### src/rtl/sram_port_pkg.sv
// Shared widths, controller state encoding and response beat layout for the SRAM port master.
package sram_port_pkg;

  localparam int unsigned ADDR_W = 7;
  localparam int unsigned DATA_W = 32;
  localparam int unsigned LEN_W  = 4;

  typedef enum logic [1:0] {
    IDLE,
    RD,
    WR,
    DRAIN
  } state_t;

  typedef struct packed {
    logic [DATA_W-1:0] data;
    logic              last;
  } rsp_beat_t;

endpackage

### src/rtl/sram_rsp_fifo.sv
// Small synchronous FIFO holding read-response beats, with an occupancy count for credit checks.
module sram_rsp_fifo
  import sram_port_pkg::*;
#(
  parameter  int unsigned DEPTH = 2,
  localparam int unsigned PTR_W = (DEPTH > 1) ? $clog2(DEPTH) : 1,
  localparam int unsigned OCC_W = $clog2(DEPTH + 1)
) (
  input  logic             clock,
  input  logic             reset,
  input  logic             push,
  input  rsp_beat_t        push_beat,
  input  logic             pop,
  output rsp_beat_t        head,
  output logic [OCC_W-1:0] occupancy
);

  rsp_beat_t        mem [DEPTH];
  logic [PTR_W-1:0] wr_ptr;
  logic [PTR_W-1:0] rd_ptr;

  function automatic logic [PTR_W-1:0] bump(input logic [PTR_W-1:0] p);
    return (p == PTR_W'(DEPTH - 1)) ? '0 : p + PTR_W'(1);
  endfunction

  // Storage carries no reset; only the pointers and count define validity.
  always_ff @(posedge clock) begin
    if (push) begin
      mem[wr_ptr] <= push_beat;
    end
  end

  always_ff @(posedge clock or posedge reset) begin
    if (reset) begin
      wr_ptr    <= '0;
      rd_ptr    <= '0;
      occupancy <= '0;
    end else begin
      if (push) wr_ptr <= bump(wr_ptr);
      if (pop)  rd_ptr <= bump(rd_ptr);
      occupancy <= occupancy + OCC_W'(push) - OCC_W'(pop);
    end
  end

  assign head = mem[rd_ptr];

endmodule

### src/rtl/sram_port_master.sv
// Burst initiator for the single-port SRAM macro: sequences csb0/web0/addr0/din0 and buffers read data.
module sram_port_master
  import sram_port_pkg::*;
#(
  parameter int unsigned RSP_DEPTH = 2
) (
  input  logic              clock,
  input  logic              reset,
  input  logic              cmd_valid,
  output logic              cmd_ready,
  input  logic              cmd_write,
  input  logic [ADDR_W-1:0] cmd_addr,
  input  logic [LEN_W-1:0]  cmd_len,
  input  logic              wd_valid,
  output logic              wd_ready,
  input  logic [DATA_W-1:0] wd_data,
  output logic              rsp_valid,
  input  logic              rsp_ready,
  output logic [DATA_W-1:0] rsp_data,
  output logic              rsp_last,
  output logic              wr_done,
  output logic              busy,
  output logic              sram_csb0,
  output logic              sram_web0,
  output logic [ADDR_W-1:0] sram_addr0,
  output logic [DATA_W-1:0] sram_din0,
  input  logic [DATA_W-1:0] sram_dout0
);

  localparam int unsigned OCC_W = $clog2(RSP_DEPTH + 1);
  localparam int unsigned CRD_W = OCC_W + 1;

  state_t            state_q, state_d;
  logic [ADDR_W-1:0] addr_q, addr_d;
  logic [LEN_W-1:0]  cnt_q, cnt_d;
  logic              rd_pend_q, rd_pend_d;
  logic              rd_last_q, rd_last_d;
  logic              csb_d, web_d, wr_done_d;
  logic [ADDR_W-1:0] addr0_d;
  logic [DATA_W-1:0] din0_d;
  logic [OCC_W-1:0]  occ, occ_next;
  logic [CRD_W-1:0]  credit_used;
  logic              rsp_pop, cmd_fire, wd_fire;
  rsp_beat_t         push_beat, head;

  assign rsp_valid = (occ != '0);
  assign rsp_data  = head.data;
  assign rsp_last  = rsp_valid && head.last;
  assign rsp_pop   = rsp_valid && rsp_ready;
  assign cmd_fire  = cmd_valid && cmd_ready;
  assign wd_fire   = wd_valid && wd_ready;

  // A beat leaving the buffer this cycle frees its slot, so back-to-back reads need no bubble.
  assign credit_used = CRD_W'(occ) + CRD_W'(rd_pend_q) - CRD_W'(rsp_pop);
  assign occ_next    = occ + OCC_W'(rd_pend_q) - OCC_W'(rsp_pop);

  assign push_beat.data = sram_dout0;
  assign push_beat.last = rd_last_q;

  sram_rsp_fifo #(.DEPTH(RSP_DEPTH)) u_rsp_fifo (
    .clock     (clock),
    .reset     (reset),
    .push      (rd_pend_q),
    .push_beat (push_beat),
    .pop       (rsp_pop),
    .head      (head),
    .occupancy (occ)
  );

  always_comb begin
    state_d   = state_q;
    addr_d    = addr_q;
    cnt_d     = cnt_q;
    rd_pend_d = 1'b0;
    rd_last_d = 1'b0;
    csb_d     = 1'b1;
    web_d     = 1'b1;
    addr0_d   = sram_addr0;
    din0_d    = sram_din0;
    wr_done_d = 1'b0;
    case (state_q)
      IDLE: begin
        if (cmd_fire) begin
          addr_d  = cmd_addr;
          cnt_d   = cmd_len;
          state_d = cmd_write ? WR : RD;
        end
      end
      RD: begin
        if (credit_used < CRD_W'(RSP_DEPTH)) begin
          csb_d     = 1'b0;
          addr0_d   = addr_q;
          rd_pend_d = 1'b1;
          rd_last_d = (cnt_q == '0);
          addr_d    = addr_q + ADDR_W'(1);
          cnt_d     = cnt_q - LEN_W'(1);
          if (cnt_q == '0) state_d = DRAIN;
        end
      end
      WR: begin
        if (wd_fire) begin
          csb_d   = 1'b0;
          web_d   = 1'b0;
          addr0_d = addr_q;
          din0_d  = wd_data;
          addr_d  = addr_q + ADDR_W'(1);
          cnt_d   = cnt_q - LEN_W'(1);
          if (cnt_q == '0) begin
            state_d   = IDLE;
            wr_done_d = 1'b1;
          end
        end
      end
      DRAIN: begin
        if (!rd_pend_q) state_d = IDLE;
      end
      default: state_d = IDLE;
    endcase
  end

  always_ff @(posedge clock or posedge reset) begin
    if (reset) begin
      state_q    <= IDLE;
      addr_q     <= '0;
      cnt_q      <= '0;
      rd_pend_q  <= 1'b0;
      rd_last_q  <= 1'b0;
      sram_csb0  <= 1'b1;
      sram_web0  <= 1'b1;
      sram_addr0 <= '0;
      sram_din0  <= '0;
      cmd_ready  <= 1'b0;
      wd_ready   <= 1'b0;
      wr_done    <= 1'b0;
      busy       <= 1'b0;
    end else begin
      state_q    <= state_d;
      addr_q     <= addr_d;
      cnt_q      <= cnt_d;
      rd_pend_q  <= rd_pend_d;
      rd_last_q  <= rd_last_d;
      sram_csb0  <= csb_d;
      sram_web0  <= web_d;
      sram_addr0 <= addr0_d;
      sram_din0  <= din0_d;
      cmd_ready  <= (state_d == IDLE);
      wd_ready   <= (state_d == WR);
      wr_done    <= wr_done_d;
      busy       <= (state_d != IDLE) || (occ_next != '0);
    end
  end

endmodule

### config.mk
export PLATFORM = sky130hd
export DESIGN_NAME = sram_port_master
export DESIGN_NICKNAME = d
export VERILOG_FILES = /design/src/rtl/sram_port_pkg.sv /design/src/rtl/sram_rsp_fifo.sv /design/src/rtl/sram_port_master.sv
export SDC_FILE = /design/constraint.sdc
export NUM_CORES = 1
export LEC_CHECK = 0
export BUFFER_PORTS_ARGS = -buffer_cell sky130_fd_sc_hd__buf_2
export CAP_MARGIN = 10
export CORE_MARGIN = 5
export CORE_UTILIZATION = 52
export DETAILED_ROUTE_END_ITERATION = 10
export HOLD_SLACK_MARGIN = 0.12
export PLACE_DENSITY = 0.8
export SYNTH_ARGS = -nofsm -noshare
export SYNTH_HDL_FRONTEND = slang
export SYNTH_HIERARCHICAL = 1
export SYNTH_SLANG_ARGS = --single-unit
### constraint.sdc
create_clock -name clock -period 3.7 [get_ports clock]
set_clock_uncertainty 0.05 [all_clocks]
set_input_delay 0.185 -clock clock [delete_from_list [all_inputs] [get_ports clock]]
set_output_delay 0.185 -clock clock [all_outputs]
set_load 0.1 [all_outputs]
==> results by group, run 1 <==
Logic synthesis
  • Most used DFF post-synth: edfxtp_1
  • Average size of a mapped cell: approximately 16 um2
  • Post-synth top area cell: edfxtp_1
  • Post-Syn Area: 5460 um2
  • Post-synth EDFFs: 66
  • Post-synth ARST share: between 40% and 50%
  • Yosys reg bits: 130
  • Synth top area share: between 30% and 40%
  • Synth top area cells: edfxtp_1 (36%), dfrtp_1 (28%), mux2_4 (8.0%), mux2_1 (7.2%), ha_1 (2.5%)
  • Post-Syn Nets: ~430
  • Synth warn: 6
  • Sequential-to-total area share from yosys stat: about two thirds
  • Synth cell types: 46
  • Cells after Synth: 340

STA
  • Fmax: approximately 300 MHz
  • Pins Over Slew Limit: 0
  • Slew headroom: 30.5%
  • Period minus WS final: between 3 and 4 ns
  • Fin. Hold Viols: 0
  • Total negative slack: 0 ns
  • Worst Hold Slack: around 0.20 ns
  • RSZ-0062 raised after global routing: no
  • Final Cycle Share: about nine tenths
  • Slew at the pin closest to its max-slew limit: around 1.0 ns
  • Final setup fails: 0

Die
  • # IOs: 160
  • Die Ht: 112 um
  • FP Rows: 37
  • Initial Util: 53.1%
  • Total core area: 10300 um2
  • Chip width: around 110 um
  • Die area: between 10000 and 15000 um2

Global routing
  • Met3 GRT Util: 7.06%
  • Met1 Resource Use GR: about a quarter
  • Global Route Usage Sum: approximately a fifth
  • Busiest layer in global routing: met2
  • Vias in the first global route: just over 4000
  • First-pass GRT wire length: 20400 um
  • GR Overflow Total: 0
  • Largest net degree at the start of global routing: 46
  • Met2 Usage GRT: 33.4%
  • Antenna violations before repair: 0

Clock tree
  • Clock slew at reported path FFs: roughly 0.060 ns
  • CTS tree: built
  • Max Root-Sink Buffers: 2
  • Num CTS Buffers: 17
  • Htree depth: 4
  • Clock sink total: 130
  • Post-CTS Repair Setup Buffers: 0
  • Clk_lat worst skew: ~0.5 ns
  • Root Buffer: clkbuf_8

Placed design
  • Post-DP HPWL: roughly 8000 um
  • Placer Congestion: 0.800
  • IO Port Bufs: 159

Layout
  • # nets final: between 600 and 700
  • Antenna diodes: 0
  • Area growth syn-to-layout: 41.9%
  • Share of post-route cells with drive strength above 1: between 30% and 40%

Critical path
  • R2r endpoint: state_q[1]
  • Startpoint types: flop
  • Critical Path AT: ~3.7 ns
  • R2R depth: 12
  • Crit. End Element: flop
  • Critical Path RT: approximately 4.1 ns
  • FF-to-FF setup slack: between 0.4 and 0.5 ns
  • Critical path peak fanout: 5
  • FF-to-FF Start: u_rsp_fifo/occupancy[1]
  • Crit Path Class: flop to flop

Routing
  • DR vias: between 3000 and 4000
  • DR WL/cell: around 17 um
  • DRT iter0 DRCs: roughly 170
  • Vias/cell: slightly above 5
  • Final antenna-violating net count: 0
  • # DRC: 0
  • First-pass detailed-route iteration total: 4
  • Detailed Route WL: around 12000 um

Min path
  • Worst Hold Class: input pin to flop
  • Hold path depth: 4
  • Hold path startpoint: cmd_valid
  • WHS Endpoint: state_q[0]

Flow run
  • Number of max-cap violations: 0

Status
  • Status: completed
-- sequential cells by signal, summed over array words and instances, names as in the netlist --
signal	count
wd_ready	1
u_rsp_fifo/wr_ptr	1
sram_csb0	1
rd_pend_q	1
u_rsp_fifo/mem	66
sram_web0	1
wr_done	1
cnt_q	4
addr_q	7
busy	1
rd_last_q	1
state_q	2
u_rsp_fifo/rd_ptr	1
sram_din0	32
cmd_ready	1
sram_addr0	7
u_rsp_fifo/occupancy	2
-- cells by family after synthesis --
family                   share of synthesized area (%)
XOR/XNOR                                          1.08
AND/OR/NAND/NOR                                   4.54
flip-flops                                        65.7
AO/OA/AOI/OAI                                     4.99
buffers and inverters                             3.28
multiplexers                                      17.6
adder cells (fa/ha/maj)                           2.89
-- stage by stage --
step	area [um2]	setup WS (ns)	util, %	cells
after floorplan	5460	0.270	-	340
after global placement	6360	0.594	61.9	628
after detailed placement	6360	0.540	61.9	628
after CTS	7750	0.408	75.4	740
after global routing	7750	0.196	75.4	740
final	7750	0.418	75.4	740
-- worst max path at each step --
stage / startpoint / end / slack, ns / cells past startpoint
after CTS: u_rsp_fifo/occupancy[1] / state_q[1] / 0.41 / 12
after detailed placement: u_rsp_fifo/occupancy[1] / cnt_q[0] / 0.54 / 11
after floorplan: u_rsp_fifo/occupancy[1] / sram_addr0[0] / 0.27 / 11
after global placement: u_rsp_fifo/occupancy[1] / cnt_q[1] / 0.59 / 11
after global routing: u_rsp_fifo/occupancy[1] / state_q[1] / 0.20 / 12
final: u_rsp_fifo/occupancy[1] / state_q[1] / 0.42 / 12
-- synth_stat cells, types with 2 or more instances --
| master | count |
|---|---|
| edfxtp_1 | 66 |
| dfrtp_1 | 62 |
| mux2_1 | 35 |
| mux2_4 | 29 |
| inv_1 | 17 |
| nand2_1 | 13 |
| ha_1 | 11 |
| a21oi_1 | 10 |
| mux2_2 | 8 |
| o21ai_0 | 8 |
| a31oi_1 | 7 |
| nand3_1 | 7 |
| and2_1 | 5 |
| buf_2 | 5 |
| mux2i_1 | 4 |
| nand2b_1 | 4 |
| a21o_1 | 3 |
| a311oi_1 | 3 |
| buf_12 | 3 |
| nor2_1 | 3 |
| nor2b_1 | 3 |
| xor2_1 | 3 |
| a22oi_1 | 2 |
| and3_1 | 2 |
| clkbuf_1 | 2 |
| dfstp_2 | 2 |
| nand4_1 | 2 |
| o32ai_1 | 2 |
| or3_1 | 2 |
-- critical path, cell delays in order (launching register included) --
cell	delay (ns)
dfrtp_1	0.48
or2_1	0.28
and2_1	0.20
ha_1	0.27
inv_1	0.06
ha_1	0.13
inv_1	0.05
fa_1	0.41
xnor2_1	0.23
nand4_1	0.20
a22o_1	0.27
nand2_1	0.06
dlygate4sd3_1	0.54
-- timing repair --
item,4_1_cts,5_1_grt
hold buffers,81,0
resized for setup,0,0
endpoints found under the hold margin,157,0
-- cell usage in the layout (no fill, tap or decap), types with 2 or more instances in the layout --
cell           instances
nand2_1               13
a21o_1                 3
ha_1                  11
a311oi_1               3
edfxtp_1              66
inv_1                 16
dfrtp_1               61
and3_1                 2
nand2b_1               4
nor2_1                 3
mux2i_1                4
dfstp_2                2
bufinv_16              3
inv_2                  2
o21ai_0                8
o32ai_1                2
xor2_1                 3
a21oi_1               10
and2_1                 5
clkinvlp_4             4
mux2_1                35
nor2b_1                2
nand3_1                7
a22oi_1                2
nand4_1                2
or3_1                  2
buf_4                  5
clkinv_4               2
mux2_4                29
mux2_2                 8
a31oi_1                7
buf_2                159
clkbuf_16             16
dlygate4sd3_1         81
clkinv_2               3
-- layout make-up --
type	instances	area [um2]
sequential	130	3590
fill	651	2520
multi-input combinational	180	1700
timing repair buffer	245	1640
clock buffer	17	414
tap	136	170
clock inverter	14	165
inverter	18	67.6
-- metal layers --
layer,routed length [um],up-vias
met5,0,-
met2,6100,169
met3,957,12
met4,140,0
li1,-,1747
met1,5130,1816
Power of run 1 is not shown: default switching activity piles up to over one toggle a cycle in this logic, so the estimate is an artifact.
==> inputs of run 2 (changes only) <==
--- a/config.mk
+++ b/config.mk
@@ -7,6 +7,7 @@
 export LEC_CHECK = 0
 export BUFFER_PORTS_ARGS = -buffer_cell sky130_fd_sc_hd__buf_2
 export CAP_MARGIN = 10
+export CORE_ASPECT_RATIO = 0.5
 export CORE_MARGIN = 5
 export CORE_UTILIZATION = 52
 export DETAILED_ROUTE_END_ITERATION = 10
==> results by group, run 2 (same netlist as run 1, synthesis figures left out) <==
STA
  • Final Cycle Share: 87.4% (was 88.7%)
  • Total negative slack: 0 ns (unchanged)
  • Fin. Hold Viols: 0 (unchanged)
  • Pins Over Slew Limit: 0 (unchanged)
  • Slew at the pin closest to its max-slew limit: 1.04 ns (about the same)
  • Period minus WS final: 3.23 ns (was 3.28 ns)
  • RSZ-0062 raised after global routing: no (unchanged)
  • Final setup fails: 0 (unchanged)
  • Slew headroom: 30.3% (was 30.5%)
  • Fmax: 309 MHz (was 305 MHz)

Die
  • Die Ht: 82.5 um (was 112 um)
  • Die area: 12800 um2 (was 12700 um2)
  • # IOs: 160 (unchanged)
  • Chip width: 155 um (was 112 um)
  • FP Rows: 26 (was 37)
  • Initial Util: 53.5% (was 53.1%)
  • Total core area: 10200 um2 (was 10300 um2)

Layout
  • Fill cells: 614 (was 651)
  • Max FFs per register: 66 (unchanged)
  • # nets final: 680 (was 685)
  • Fin cells: 741 (was 740)
  • Share of post-route cells with drive strength above 1: 40.3% (was 39.7%)
  • Sequential Area: 3590 um2 (unchanged)
  • Commonest non-fill, non-tap cell in the layout: buf_2 (unchanged)
  • Top reg by flops: u_rsp_fifo/mem (unchanged)
  • Area occupied by multi-input gates: 1710 um2 (was 1700 um2)
  • Top Registers: u_rsp_fifo/mem: 66 flops, sram_din0: 32 flops (unchanged)
  • Area growth syn-to-layout: 41.8% (was 41.9%)
  • Commonest cells after routing, fill and taps aside: buf_2 (159), dlygate4sd3_1 (77), edfxtp_1 (66), dfrtp_1 (61), mux2_1 (35) (was buf_2 (159), dlygate4sd3_1 (81), edfxtp_1 (66), dfrtp_1 (61), mux2_1 (35))

Routing
  • DRT iter0 DRCs: 182 (was 171)
  • DR vias: 3631 (was 3744)
  • Vias/cell: 4.90 (was 5.06)
  • Detailed Route WL: 12500 um (was 12300 um)
  • First-pass detailed-route iteration total: 5 (was 4)
  • Final antenna-violating net count: 0 (unchanged)
  • DR WL/cell: 16.9 um (was 16.7 um)
  • # DRC: 0 (unchanged)

Placed design
  • Placer Congestion: 0.814 (was 0.800)
  • Placed insts: 631 (was 628)
  • IO Port Bufs: 159 (unchanged)
  • Post-DP HPWL: 7860 um (was 7780 um)

Clock tree
  • Num CTS Buffers: 17 (unchanged)
  • Clk_lat worst skew: 0.40 ns (was 0.50 ns)
  • Root Buffer: clkbuf_16 (was clkbuf_8)
  • CTS tree: built (unchanged)
  • Clock slew at reported path FFs: 0.06 ns (about the same)
  • Post-CTS Hold Buffers: 77 (was 81)
  • Htree depth: 4 (unchanged)
  • Max Root-Sink Buffers: 2 (unchanged)
  • Clock sink total: 130 (unchanged)
  • Post-CTS Resized: 0 (unchanged)
  • Post-CTS Repair Setup Buffers: 0 (unchanged)

Critical path
  • Crit Path Class: flop to flop (unchanged)
  • Critical Path RT: 3.97 ns (was 4.08 ns)
  • Critical path peak fanout: 11 (was 5)
  • Critical Path AT: 3.51 ns (was 3.66 ns)
  • Crit. End Element: flop (unchanged)
  • Startpoint types: flop (unchanged)

Min path
  • Worst Hold Class: input pin to flop (unchanged)

Global routing
  • Vias in the first global route: 3795 (was 4097)
  • Antenna violations before repair: 0 (unchanged)
  • Global Route Usage Sum: 20.0% (was 20.3%)
  • GR Overflow Total: 0 (unchanged)
  • First-pass GRT wire length: 19500 um (was 20400 um)
  • Largest net degree at the start of global routing: 44 (was 46)

Flow run
  • Number of max-cap violations: 0 (unchanged)

Status
  • Status: completed (unchanged)
-- run 2: changes by cell type in the layout (fill, tap and decap cells not counted) --
cell / change
inv_6: +2
clkinv_1: -1
diode_2: +1
dlygate4sd3_1: -4
nand3_2: +1
clkinvlp_4: -2
clkbuf_8: -1
nand3_1: -1
clkinv_4: +2
buf_4: -1
clkbuf_16: +1
-- run 2: path summary, 6_finish.rpt --
check | startpoint | to | slack [ns] | cells past startpoint
max in group asynchronous | reset | sram_csb0 | 2.44 | 4
worst min-delay path | rsp_ready | u_rsp_fifo/rd_ptr | 0.15 | 3
worst min register to register | rd_last_q | u_rsp_fifo/mem[1][0] | 0.42 | 0
worst max-delay path | u_rsp_fifo/occupancy[1] | cnt_q[0] | 0.47 | 11
worst max register to register | u_rsp_fifo/occupancy[1] | cnt_q[0] | 0.47 | 11
min in group asynchronous | reset | u_rsp_fifo/occupancy[0] | 0.20 | 3
-- run 2: critical path, stage by stage (launching register included) --
cell,delay (ns)
dfrtp_1,0.47
or2_1,0.26
and2_1,0.21
ha_1,0.28
inv_1,0.06
ha_1,0.13
inv_1,0.04
fa_1,0.41
xor2_1,0.19
a211oi_1,0.35
and2_1,0.47
mux2i_1,0.23
-- run 2: stage by stage --
step | instance area, um2 | worst slack [ns] | utilization (%) | hold slack (ns)
floorplan | 5460 | 0.270 | - | -0.0989
global placement | 6360 | 0.580 | 62.3 | 0.0527
detailed placement | 6360 | 0.490 | 62.3 | 0.0492
CTS | 7740 | 0.437 | 75.8 | 0.140
global route | 7740 | 0.210 | 75.8 | 0.164
finish | 7740 | 0.468 | 75.8 | 0.150
-- run 2: metal layers --
metal | track usage [%] | wire (um) | vias to the layer above | part of all wire, %
met2 | 35.9 | 6830 | 98 | 55
met4 | 7.75 | 191 | 0 | 1.5
met5 | 0 | 0 | - | 0
li1 | - | - | 1754 | -
met3 | 4.95 | 478 | 17 | 3.8
met1 | 23.9 | 5010 | 1762 | 40
-- run 2: cell type report --
| type | instances | area share, % |
|---|---|---|
| timing repair buffer | 240 | 20.6 |
| multi-input combinational | 180 | 22.1 |
| tap | 140 | 2.26 |
| antenna | 1 | 0.0323 |
| sequential | 130 | 46.3 |
| inverter | 18 | 0.872 |
| clock inverter | 15 | 2.34 |
| clock buffer | 17 | 5.49 |
Power of run 2 is left out for the same reason.
